### config.mk
export PLATFORM = sky130hd
export DESIGN_NAME = tape_transport_ctrl_flat
export DESIGN_NICKNAME = d
export VERILOG_FILES = /design/src/rtl/tape_pkg.sv /design/src/rtl/tape_transport_ctrl_if.sv /design/src/rtl/tape_transport_ctrl_button_edge.sv /design/src/rtl/tape_transport_ctrl.sv /design/src/flat_wrapper.sv
export SDC_FILE = /design/constraint.sdc
export NUM_CORES = 1
export LEC_CHECK = 0
export ABC_CLOCK_PERIOD_IN_PS = 3550
export CORE_AREA = 2 2 66 92
export CTS_BUF_LIST = sky130_fd_sc_hd__clkbuf_16
export DETAILED_ROUTE_END_ITERATION = 6
export DIE_AREA = 0 0 68 94
export GPL_ROUTABILITY_DRIVEN = 0
export GPL_TIMING_DRIVEN = 0
export PLACE_DENSITY = 0.79
export SLEW_MARGIN = 20
export SYNTH_ARGS = -nofsm -noshare
export SYNTH_HDL_FRONTEND = slang
export SYNTH_SLANG_ARGS = --single-unit
### constraint.sdc
create_clock -name clk -period 3.55 [get_ports clk]
set_input_delay 0.71 -clock clk [delete_from_list [all_inputs] [get_ports clk]]
set_output_delay 0.71 -clock clk [all_outputs]
set_load 0.02 [all_outputs]
### src/rtl/tape_pkg.sv
// Shared state encoding, button/command bit positions and state-to-command decode for the tape transport.
// Zero latency (constants and pure functions only); no flow control involved.
package tape_pkg;

    localparam int STATE_W = 4;
    localparam int BTN_W   = 6;
    localparam int CMD_W   = 6;

    // Button and command vectors share one bit order: stop, pause, fwd, rew, play, rec.
    localparam int BTN_STOP  = 5;
    localparam int BTN_PAUSE = 4;
    localparam int BTN_FWD   = 3;
    localparam int BTN_REW   = 2;
    localparam int BTN_PLAY  = 1;
    localparam int BTN_REC   = 0;

    typedef enum logic [STATE_W-1:0] {
        ST_STOP      = 4'd0,
        ST_WILL_FWD  = 4'd1,
        ST_FWD       = 4'd2,
        ST_WILL_REW  = 4'd3,
        ST_REW       = 4'd4,
        ST_WILL_PLAY = 4'd5,
        ST_PLAY      = 4'd6,
        ST_WILL_REC  = 4'd7,
        ST_REC       = 4'd8,
        ST_PAUSE     = 4'd9,
        ST_FAULT     = 4'd10
    } state_t;

    function automatic logic [CMD_W-1:0] cmd_decode(input state_t s);
        logic [CMD_W-1:0] c;
        c = '0;
        case (s)
            ST_PAUSE: c[BTN_PAUSE] = 1'b1;
            ST_FWD:   c[BTN_FWD]   = 1'b1;
            ST_REW:   c[BTN_REW]   = 1'b1;
            ST_PLAY:  c[BTN_PLAY]  = 1'b1;
            ST_REC:   c[BTN_REC]   = 1'b1;
            default:  c[BTN_STOP]  = 1'b1;
        endcase
        return c;
    endfunction

    function automatic logic is_will(input state_t s);
        return (s == ST_WILL_FWD) || (s == ST_WILL_REW) ||
               (s == ST_WILL_PLAY) || (s == ST_WILL_REC);
    endfunction

endpackage

### src/rtl/tape_transport_ctrl_if.sv
// Button, mechanism-status and motor-command bundle between the deck front panel and the transport controller.
// Pure wiring, zero latency; level signals only, so there is no backpressure.
interface tape_transport_ctrl_if #(
    parameter int POS_W = 16
);
    import tape_pkg::*;

    logic                stop_button;
    logic                pause_button;
    logic                forward_button;
    logic                rewind_button;
    logic                play_button;
    logic                record_button;
    logic                is_stopped;
    logic                stop_tape;
    logic                pause_tape;
    logic                forward_tape;
    logic                rewind_tape;
    logic                play_tape;
    logic                record_tape;
    logic                fault;
    logic [STATE_W-1:0]  state;
    logic [POS_W-1:0]    tape_pos;

    modport master (
        output stop_button, pause_button, forward_button, rewind_button,
               play_button, record_button, is_stopped,
        input  stop_tape, pause_tape, forward_tape, rewind_tape, play_tape,
               record_tape, fault, state, tape_pos
    );

    modport slave (
        input  stop_button, pause_button, forward_button, rewind_button,
               play_button, record_button, is_stopped,
        output stop_tape, pause_tape, forward_tape, rewind_tape, play_tape,
               record_tape, fault, state, tape_pos
    );

endinterface

### src/rtl/tape_transport_ctrl_button_edge.sv
// Rising-edge detector for a vector of level buttons: one-cycle pulse on each 0->1 transition.
// Pulse is combinational against a registered previous level; no backpressure.
module button_edge #(
    parameter int WIDTH = 6
) (
    input  logic             clk,
    input  logic             reset,
    input  logic [WIDTH-1:0] level,
    output logic [WIDTH-1:0] rise
);

    logic [WIDTH-1:0] prev;

    always_ff @(posedge clk or posedge reset) begin
        if (reset) begin
            prev <= '0;
        end else begin
            prev <= level;
        end
    end

    assign rise = level & ~prev;

endmodule

### src/rtl/tape_transport_ctrl.sv
// Tape transport FSM: button edges -> settle-guarded mode changes, Moore motor commands, saturating tape position.
// One-cycle response to button edges; define TAPE_PAUSE_TIMEOUT_EN to auto-stop after PAUSE_TIMEOUT idle PAUSE cycles.
module tape_transport_ctrl #(
    parameter int POS_W         = 16,
    parameter int FAST_STEP     = 4,
    parameter int SETTLE_MAX    = 255,
    parameter int PAUSE_TIMEOUT = 1000
) (
    input  logic                 clk,
    input  logic                 reset,
    tape_transport_ctrl_if.slave bus
);
    import tape_pkg::*;

    localparam int SET_W = (SETTLE_MAX > 1) ? $clog2(SETTLE_MAX) : 1;
    localparam logic [CMD_W-1:0] CMD_RESET = cmd_decode(ST_STOP);

    logic [BTN_W-1:0] btn_level;
    logic [BTN_W-1:0] rise;
    state_t           state_q;
    state_t           nxt;
    logic [CMD_W-1:0] cmd_q;
    logic             fault_q;
    logic [SET_W-1:0] settle_cnt;
    logic             settle_last;
    logic             enter_will;
    logic             at_limit;
    logic             pause_last;
    logic [POS_W-1:0] pos_q;
    logic [POS_W:0]   pos_up_one;
    logic [POS_W:0]   pos_up_fast;

`ifdef TAPE_PAUSE_TIMEOUT_EN
    localparam int PAU_W = (PAUSE_TIMEOUT > 1) ? $clog2(PAUSE_TIMEOUT) : 1;
    logic [PAU_W-1:0] pause_cnt;
    assign pause_last = (pause_cnt == PAU_W'(PAUSE_TIMEOUT - 1));
`else
    assign pause_last = 1'b0;
`endif

    assign btn_level = {bus.stop_button, bus.pause_button, bus.forward_button,
                        bus.rewind_button, bus.play_button, bus.record_button};

    button_edge #(.WIDTH(BTN_W)) u_btn_edge (
        .clk   (clk),
        .reset (reset),
        .level (btn_level),
        .rise  (rise)
    );

    assign settle_last = (settle_cnt == SET_W'(SETTLE_MAX - 1));

    // End of tape forces a stop; only an explicit stop edge outranks it.
    assign at_limit = (((state_q == ST_FWD) || (state_q == ST_PLAY) || (state_q == ST_REC)) &&
                       (pos_q == '1)) ||
                      ((state_q == ST_REW) && (pos_q == '0));

    always_comb begin
        nxt        = state_q;
        enter_will = 1'b0;
        if (state_q == ST_FAULT) begin
            if (rise[BTN_STOP]) nxt = ST_STOP;
        end else if (rise[BTN_STOP] || at_limit) begin
            nxt = ST_STOP;
        end else if (rise[BTN_PLAY] && rise[BTN_REC]) begin
            nxt        = ST_WILL_REC;
            enter_will = 1'b1;
        end else if (rise[BTN_PLAY]) begin
            nxt        = ST_WILL_PLAY;
            enter_will = 1'b1;
        end else if (rise[BTN_FWD]) begin
            nxt        = ST_WILL_FWD;
            enter_will = 1'b1;
        end else if (rise[BTN_REW]) begin
            nxt        = ST_WILL_REW;
            enter_will = 1'b1;
        end else begin
            case (state_q)
                ST_WILL_FWD:  if (bus.is_stopped) nxt = ST_FWD;  else if (settle_last) nxt = ST_FAULT;
                ST_WILL_REW:  if (bus.is_stopped) nxt = ST_REW;  else if (settle_last) nxt = ST_FAULT;
                ST_WILL_PLAY: if (bus.is_stopped) nxt = ST_PLAY; else if (settle_last) nxt = ST_FAULT;
                ST_WILL_REC:  if (bus.is_stopped) nxt = ST_REC;  else if (settle_last) nxt = ST_FAULT;
                ST_PLAY:      if (rise[BTN_PAUSE]) nxt = ST_PAUSE;
                ST_PAUSE:     if (rise[BTN_PAUSE]) nxt = ST_PLAY; else if (pause_last) nxt = ST_STOP;
                default:      nxt = state_q;
            endcase
        end
    end

    // Commands and fault are registered from the next state so they always mirror state_q.
    always_ff @(posedge clk or posedge reset) begin
        if (reset) begin
            state_q    <= ST_STOP;
            cmd_q      <= CMD_RESET;
            fault_q    <= 1'b0;
            settle_cnt <= '0;
`ifdef TAPE_PAUSE_TIMEOUT_EN
            pause_cnt  <= '0;
`endif
        end else begin
            state_q <= nxt;
            cmd_q   <= cmd_decode(nxt);
            fault_q <= (nxt == ST_FAULT);
            if (enter_will) begin
                settle_cnt <= '0;
            end else if (is_will(state_q)) begin
                settle_cnt <= settle_cnt + 1'b1;
            end
`ifdef TAPE_PAUSE_TIMEOUT_EN
            if ((nxt == ST_PAUSE) && (state_q != ST_PAUSE)) begin
                pause_cnt <= '0;
            end else if (state_q == ST_PAUSE) begin
                pause_cnt <= pause_cnt + 1'b1;
            end
`endif
        end
    end

    assign pos_up_one  = {1'b0, pos_q} + (POS_W+1)'(1);
    assign pos_up_fast = {1'b0, pos_q} + (POS_W+1)'(FAST_STEP);

    always_ff @(posedge clk or posedge reset) begin
        if (reset) begin
            pos_q <= '0;
        end else begin
            case (state_q)
                ST_PLAY, ST_REC: pos_q <= pos_up_one[POS_W]  ? '1 : pos_up_one[POS_W-1:0];
                ST_FWD:          pos_q <= pos_up_fast[POS_W] ? '1 : pos_up_fast[POS_W-1:0];
                ST_REW:          pos_q <= (pos_q < POS_W'(FAST_STEP)) ? '0 : pos_q - POS_W'(FAST_STEP);
                default:         pos_q <= pos_q;
            endcase
        end
    end

    assign {bus.stop_tape, bus.pause_tape, bus.forward_tape,
            bus.rewind_tape, bus.play_tape, bus.record_tape} = cmd_q;
    assign bus.fault    = fault_q;
    assign bus.state    = state_q;
    assign bus.tape_pos = pos_q;

endmodule

### src/flat_wrapper.sv
// flat-port wrapper written by rule: the top's interface ports become plain ports
module tape_transport_ctrl_flat import tape_pkg::*;
#(
    parameter int POS_W         = 16,
    parameter int FAST_STEP     = 4,
    parameter int SETTLE_MAX    = 255,
    parameter int PAUSE_TIMEOUT = 1000
)
  (clk, reset, bus_stop_button, bus_pause_button, bus_forward_button, bus_rewind_button, bus_play_button, bus_record_button, bus_is_stopped, bus_stop_tape, bus_pause_tape, bus_forward_tape, bus_rewind_tape, bus_play_tape, bus_record_tape, bus_fault, bus_state, bus_tape_pos);
  tape_transport_ctrl_if #(.POS_W(POS_W)) bus_i ();
  input  logic clk;
  input  logic reset;
  input wire logic [$bits(bus_i.stop_button)-1:0] bus_stop_button;
  input wire logic [$bits(bus_i.pause_button)-1:0] bus_pause_button;
  input wire logic [$bits(bus_i.forward_button)-1:0] bus_forward_button;
  input wire logic [$bits(bus_i.rewind_button)-1:0] bus_rewind_button;
  input wire logic [$bits(bus_i.play_button)-1:0] bus_play_button;
  input wire logic [$bits(bus_i.record_button)-1:0] bus_record_button;
  input wire logic [$bits(bus_i.is_stopped)-1:0] bus_is_stopped;
  output wire logic [$bits(bus_i.stop_tape)-1:0] bus_stop_tape;
  output wire logic [$bits(bus_i.pause_tape)-1:0] bus_pause_tape;
  output wire logic [$bits(bus_i.forward_tape)-1:0] bus_forward_tape;
  output wire logic [$bits(bus_i.rewind_tape)-1:0] bus_rewind_tape;
  output wire logic [$bits(bus_i.play_tape)-1:0] bus_play_tape;
  output wire logic [$bits(bus_i.record_tape)-1:0] bus_record_tape;
  output wire logic [$bits(bus_i.fault)-1:0] bus_fault;
  output wire logic [$bits(bus_i.state)-1:0] bus_state;
  output wire logic [$bits(bus_i.tape_pos)-1:0] bus_tape_pos;
  assign bus_i.stop_button = bus_stop_button;
  assign bus_i.pause_button = bus_pause_button;
  assign bus_i.forward_button = bus_forward_button;
  assign bus_i.rewind_button = bus_rewind_button;
  assign bus_i.play_button = bus_play_button;
  assign bus_i.record_button = bus_record_button;
  assign bus_i.is_stopped = bus_is_stopped;
  assign bus_stop_tape = bus_i.stop_tape;
  assign bus_pause_tape = bus_i.pause_tape;
  assign bus_forward_tape = bus_i.forward_tape;
  assign bus_rewind_tape = bus_i.rewind_tape;
  assign bus_play_tape = bus_i.play_tape;
  assign bus_record_tape = bus_i.record_tape;
  assign bus_fault = bus_i.fault;
  assign bus_state = bus_i.state;
  assign bus_tape_pos = bus_i.tape_pos;
  tape_transport_ctrl #(.POS_W(POS_W), .FAST_STEP(FAST_STEP), .SETTLE_MAX(SETTLE_MAX), .PAUSE_TIMEOUT(PAUSE_TIMEOUT)) u_core (.clk(clk), .reset(reset), .bus(bus_i));
endmodule
* After elaboration in Yosys (flattened, before gate mapping)
Cells that the tools add are included.
Cells by class: $add $sub $neg 4, order comparisons 1, eq/ne operators 18, multiplexer cells 33, bitwise gates (word level) 2, reductions and logical operators 15
Operators by type and width (number):
- $mux 4 | 14
- $mux 16 | 3
- $pmux 16 s3 | 1
- $eq 4x3->1 const B | 6
- $eq 4x4->1 const B | 6
- $pmux 4 s6 | 1
- $add 16x1->17 const B | 1
- $add 16x3->17 const B | 1
- $eq 16x16->1 const B | 1
- $logic_not 16->1 | 1
- $lt 16x3->1 const B | 1
- $mux 8 | 2
- $sub 16x3->16 const B | 1
- $eq 4x2->1 const B | 3
- $mux 1 | 12
- $add 8x1->8 const B | 1
- $eq 8x8->1 const B | 1
- $logic_or 1x1->1 | 7
- $and 6x6->6 | 1
- $not 6->6 | 1
- $reduce_or 5->1 | 1
- $eq 4x1->1 const B | 1
- $logic_and 1x1->1 | 3
- $reduce_bool 3->1 | 1
- 2 further kinds | 2
Word-level totals: bits in registers 41

* Depth between registers and ports, before layout
word-level depth 13, gate-level depth with buffers 9

* By module
A second synthesis with hierarchy kept.
Unflattened totals: cell total of the unflattened synthesis 375, area total of the unflattened synthesis 3047.9 µm²
Modules (own cells, without submodules):
- tape_transport_ctrl | times used 1, cells each 362, area an instance 2811.4 µm², sequential area each 877.1 µm²
- button_edge | times used 1, cells each 13, area an instance 236.5 µm², sequential area each 150.1 µm²

* Worst setup path before layout
OpenSTA, ideal clock, no wires.
kind register to register, start point reg u_core.pos_q[3] (netlist: u_core.bus.tape_pos[3]), end point reg u_core.cmd_q[1], library setup time 0.073 ns, arrival time 2.603 ns, required time 3.477 ns, path slack 0.874 ns, stages on the path, launching flop included 8, buffers on the path 0, path through dfrtp_1 ha_1 nand4_4 or4_4 o32a_4 a41o_4 or3b_1 nor2b_1
Between the ends: word-level cells in the longest chain between the ends 8, elaborated cells between the ends (all ways) 10
RTL lines:
- start, declared | RTL line tape_transport_ctrl.sv:29 | logic [POS_W-1:0] pos_q;
- start signal, assigned | RTL line tape_transport_ctrl.sv:127 | ST_PLAY, ST_REC: pos_q <= pos_up_one[POS_W] ? '1 : pos_up_one[POS_W-1:0];
- start signal, assigned | RTL line tape_transport_ctrl.sv:128 | ST_FWD: pos_q <= pos_up_fast[POS_W] ? '1 : pos_up_fast[POS_W-1:0];
- start signal, assigned | RTL line tape_transport_ctrl.sv:129 | ST_REW: pos_q <= (pos_q < POS_W'(FAST_STEP)) ? '0 : pos_q - POS_W'(FAST_STEP);
- $eq 16x16->1 or $logic_not 16->1 (tied branches) | RTL line tape_transport_ctrl.sv:55, tape_transport_ctrl.sv:56
- $logic_and 1x1->1 (on tied branches) | RTL line tape_transport_ctrl.sv:54, tape_transport_ctrl.sv:56
- $logic_or 1x1->1 (*) | RTL line tape_transport_ctrl.sv:55 | (pos_q == '1)) ||
- $logic_or 1x1->1 (*) | RTL line tape_transport_ctrl.sv:63 | end else if (rise[BTN_STOP] || at_limit) begin
- $mux 4 (*) | RTL line tape_transport_ctrl.sv:63
- $mux 4 (*) | RTL line tape_transport_ctrl.sv:61 | if (state_q == ST_FAULT) begin
- net u_core.nxt[3] | RTL line tape_transport_ctrl.sv:21 | state_t nxt;
- $eq 4x3->1 (*) | RTL line tape_pkg.sv:34 | case (s)
- $mux 1 (*) | RTL line tape_pkg.sv:34
- end signal, assigned | RTL line tape_transport_ctrl.sv:102 | cmd_q <= cmd_decode(nxt);
- end, declared | RTL line tape_transport_ctrl.sv:22 | logic [CMD_W-1:0] cmd_q;
The timed path passes the listed nets; every way through them passes the cells marked *. A chain may end at the register's enable or synchronous reset.

* Worst setup path after layout
start point reg u_core.state_q[1] (netlist: u_core.bus.state[1]), end point reg u_core.pos_q[13] (netlist: u_core.bus.tape_pos[13])
Between the ends: word-level cells in the longest chain between the ends 3, elaborated cells between the ends (all ways) 7
RTL lines:
- start, declared | RTL line tape_transport_ctrl.sv:20 | state_t state_q;
- start signal, assigned | RTL line tape_transport_ctrl.sv:101 | state_q <= nxt;
- $eq 4x4->1 or $eq 4x3->1 (tied branches) | RTL line tape_transport_ctrl.sv:126 | case (state_q)
- $reduce_or 2->1 | RTL line tape_transport_ctrl.sv:126
- $pmux 16 s3 or $reduce_bool 3->1 (tied branches)
Several ways; a longest one is shown, not always the timed one.

==> summary.md <==
| Metric | Value |
|---|---|
| Layer with the highest usage | `met2` |
| Cts bufs inserted | `5` |
| Worst slew margin | `approximately 18%` |
| Maximum fanout along the worst path | `10` |
| Endpoint type of the worst setup path | `flop` |
| Syn Area/Cell | `8.043 um2` |
| Crit path DAT | `roughly 3.5 ns` |
| Final setup fails | `0` |
| Setup crit start | `u_core.bus.state[1]` |
| RSZ-0062 raised after global routing | `false` |
| DRC | `2` |
| I/O Pins | `36` |
| Hold Path Class | `reg -> reg` |
| Number of buffers added on ports | `35` |
| Synth cell types | `between 60 and 70` |
| Die height | `94 um` |
| CP top delay family | `buffers and inverters` |
| Flops & latches, synth | `41` |
| Slew Viols, Final | `0` |
| Share of layout cells above drive strength 1 | `5.386%` |
| Most used cell, CP | `clkbuf_1` |
| Main synth FF type | `dfrtp_1` |
| Die width | `between 60 and 70 um` |
| Antenna Nets Post-Route | `0` |
| Crit-path slowest cell | `nor4b_2` |
| Sequential Area | `1027 um2` |
| Syn Inst Count | `roughly 380` |
| Number of diodes | `0` |
| Starting Density | `a little under three fifths` |
| R2r endpoint | `u_core.bus.tape_pos[13]` |
| R2R depth | `8` |
| Met3 Use GR | `approximately 4.7%` |
| Total core area | `between 5000 and 6000 um2` |
| Root Driver | `clkbuf_16` |
| Crit path time final | `around 3.3 ns` |
| Critical Path RT | `~3.7 ns` |
| Net count after synthesis | `roughly 400` |
| Failing checks | `design-rule violations` |
| Maximum clock frequency | `roughly 300 MHz` |
| Slew @ Worst Pin | `between 1 and 1.5 ns` |
| Netlist Area Pre-Place | `slightly above 3000 um2` |
| Initial drt markers | `approximately 440` |
| Final hold slack | `around 0.55 ns` |
| Clk_lat worst skew | `around 0.28 ns` |
| Commonest cells in the netlist | `dfrtp_1 (40), nand2_1 (40), nor2_1 (34), clkbuf_1 (24), o21ai_0 (23)` |
| Die ar. | `around 6400 um2` |
| Seq/Total Area, Yosys | `between 30% and 40%` |
| First-pass GRT wire length | `~14 mm` |
| Crit path depth | `8` |
| Critical path type | `reg -> reg` |
| # hold bufs at CTS | `0` |
| CP bufs+invs | `3` |
| DR pass1 iterations | `7` |
| Routed via count divided by cell count | `around 6.7` |
| Final WL | `approximately 9.2 mm` |
| Post-CTS setup buffer count | `0` |
| Hold path cells | `2` |
| GRT met1 Usage | `around a third` |
| Final Util | `about two thirds` |
| Crit-path cells | `clkbuf_1, clkbuf_1, nor4b_2, clkbuf_1, o21ai_0, o211ai_1, o21ai_0, a41oi_1` |
| Multi-input gate area | `around 1900 um2` |
| Clock H-tree levels | `2` |
| Setup TNS | `0 ns` |
| Area leader, netlist | `dfrtp_1` |
| Total gr overflow | `0` |
| Clock transition at path regs | `around 0.060 ns` |
| GR Util met2 | `between 50% and 60%` |
| FF-to-FF Start | `u_core.bus.state[1]` |
| Slowest stage delay, CP | `between 0.9 and 1 ns` |
| Row cnt | `32` |
| Initial antenna violation count | `0` |
| PwrDens | `658.8 nW/um2` |
| Dpl ws | `0.4202 ns` |
| VDD IR max | `just over 0.3 mV` |
| Inst Count DP | `a little under 500` |
| Synth top area share | `between 30 and 40%` |
| Fillers | `roughly 470` |
| TritonCTS clock tree | `done` |
| Synth area leaders | `dfrtp_1 (32%), nand2_1 (4.9%), nor2_1 (4.1%)` |
| Via count | `around 3300` |
| Async S/R FF share, synth | `100.0%` |
| CTS resizes | `0` |
| Worst Setup EP | `u_core.bus.tape_pos[13]` |
| Final worst setup slack | `roughly 0.22 ns` |
| Post-Layout Cell Count | `approximately 500` |
| Largest net degree at the start of global routing | `33` |
| Final Hold Fails | `0` |
| Final setup skew | `0.004696 ns` |
| Area Overhead vs Synth | `20.51%` |
| CTS Buffer Depth | `2` |
| Max-Cap Viols | `0` |
| Per-cell routed wire length | `approximately 18 um` |
| Tcrit/Tclk final | `between 90% and 100%` |
| DPL Wire Length | `~6.6 mm` |
| R2r setup slk | `between 0.2 and 0.25 ns` |
| Vias in the first global route | `slightly above 3000` |
| Final Net Count | `442` |
| Gr usage total | `between 20% and 30%` |
| Status | `complete, but fails checks` |
| Yosys warns | `0` |
| Lkg Pwr | `approximately 1.4 nW` |
| Post-synth EDFFs | `0` |
| Worst setup SP type | `flop` |
| Clock sink total | `41` |
==> state kept, by name, summed over array words and instances (netlist names) <==
name	cells
u_core.bus.tape_pos	16
u_core.settle_cnt	8
u_core.cmd_q	6
u_core.u_btn_edge.prev	6
u_core.bus.state	4
u_core.bus.fault	1
==> stage by stage <==
stage          power, mW  instance area (um2)
3_5_place_dp       1.898                 3536
5_1_grt            2.576                 3712
3_3_place_gp       1.870                 3516
4_1_cts            2.416                 3700
6_report           2.446                 3712
2_1_floorplan      1.482                 3080
==> worst min path at each step <==
| stage | startpoint | slack, ns | end |
|---|---|---|---|
| after floorplan | u_core.settle_cnt[5] | 0.50 | u_core.settle_cnt[5] |
| after global placement | u_core.settle_cnt[5] | 0.52 | u_core.settle_cnt[5] |
| after detailed placement | u_core.settle_cnt[5] | 0.54 | u_core.settle_cnt[5] |
| after CTS | u_core.settle_cnt[5] | 0.55 | u_core.settle_cnt[5] |
| after global routing | u_core.settle_cnt[7] | 0.60 | u_core.settle_cnt[7] |
| final | u_core.settle_cnt[5] | 0.55 | u_core.settle_cnt[5] |
==> cell type report <==
class | count | share of cell area (%)
tap | 68 | 2.292
inverter | 16 | 1.618
clock inverter | 3 | 1.045
buffer | 30 | 3.168
multi-input combinational | 296 | 50.86
sequential | 41 | 27.67
timing repair buffer | 36 | 9.976
clock buffer | 5 | 3.370
==> placed cells by master (no fill, tap or decap), types with 9 or more instances in the layout <==
cell             count
a21oi_1             22
clkbuf_1            24
clkdlybuf4s50_1     35
dfrtp_1             40
inv_1               16
nand2_1             40
nand3_1             15
nand4_1             10
nor2_1              34
nor3_1              15
o211ai_1             9
o21ai_0             23
xor2_1               9
==> routing by layer <==
layer | vias up | part of all wire [%]
met5 | - | 0
met4 | 0 | 5.2
met3 | 54 | 7.9
met2 | 222 | 51
met1 | 1538 | 36
li1 | 1505 | -
==> power by group <==
group	total [mW]	internal [mW]	switching (mW)
logic	1.25	0.464	0.784
registers	0.682	0.570	0.112
clock network	0.515	0.328	0.187
==> cells by family (layout without fill, tap and decap cells) <==
kind of cell,after synthesis,after routing,share of synthesized area [%]
fa+ha+maj,7,7,2.843
compound gates,106,106,24.13
buf+inv,46,90,5.768
simple gates,166,166,28.96
flops,41,41,33.35
mux,3,3,0.9749
xor+xnor,14,14,3.981
==> worst register-to-register path: stages, from the launching register on <==
cell,delay [ns]
dfrtp_1,0.35
clkbuf_1,0.37
clkbuf_1,0.40
nor4b_2,0.91
clkbuf_1,0.50
o21ai_0,0.18
o211ai_1,0.12
o21ai_0,0.11
a41oi_1,0.29
No activity file was read; power rests on OpenSTA's default activity.
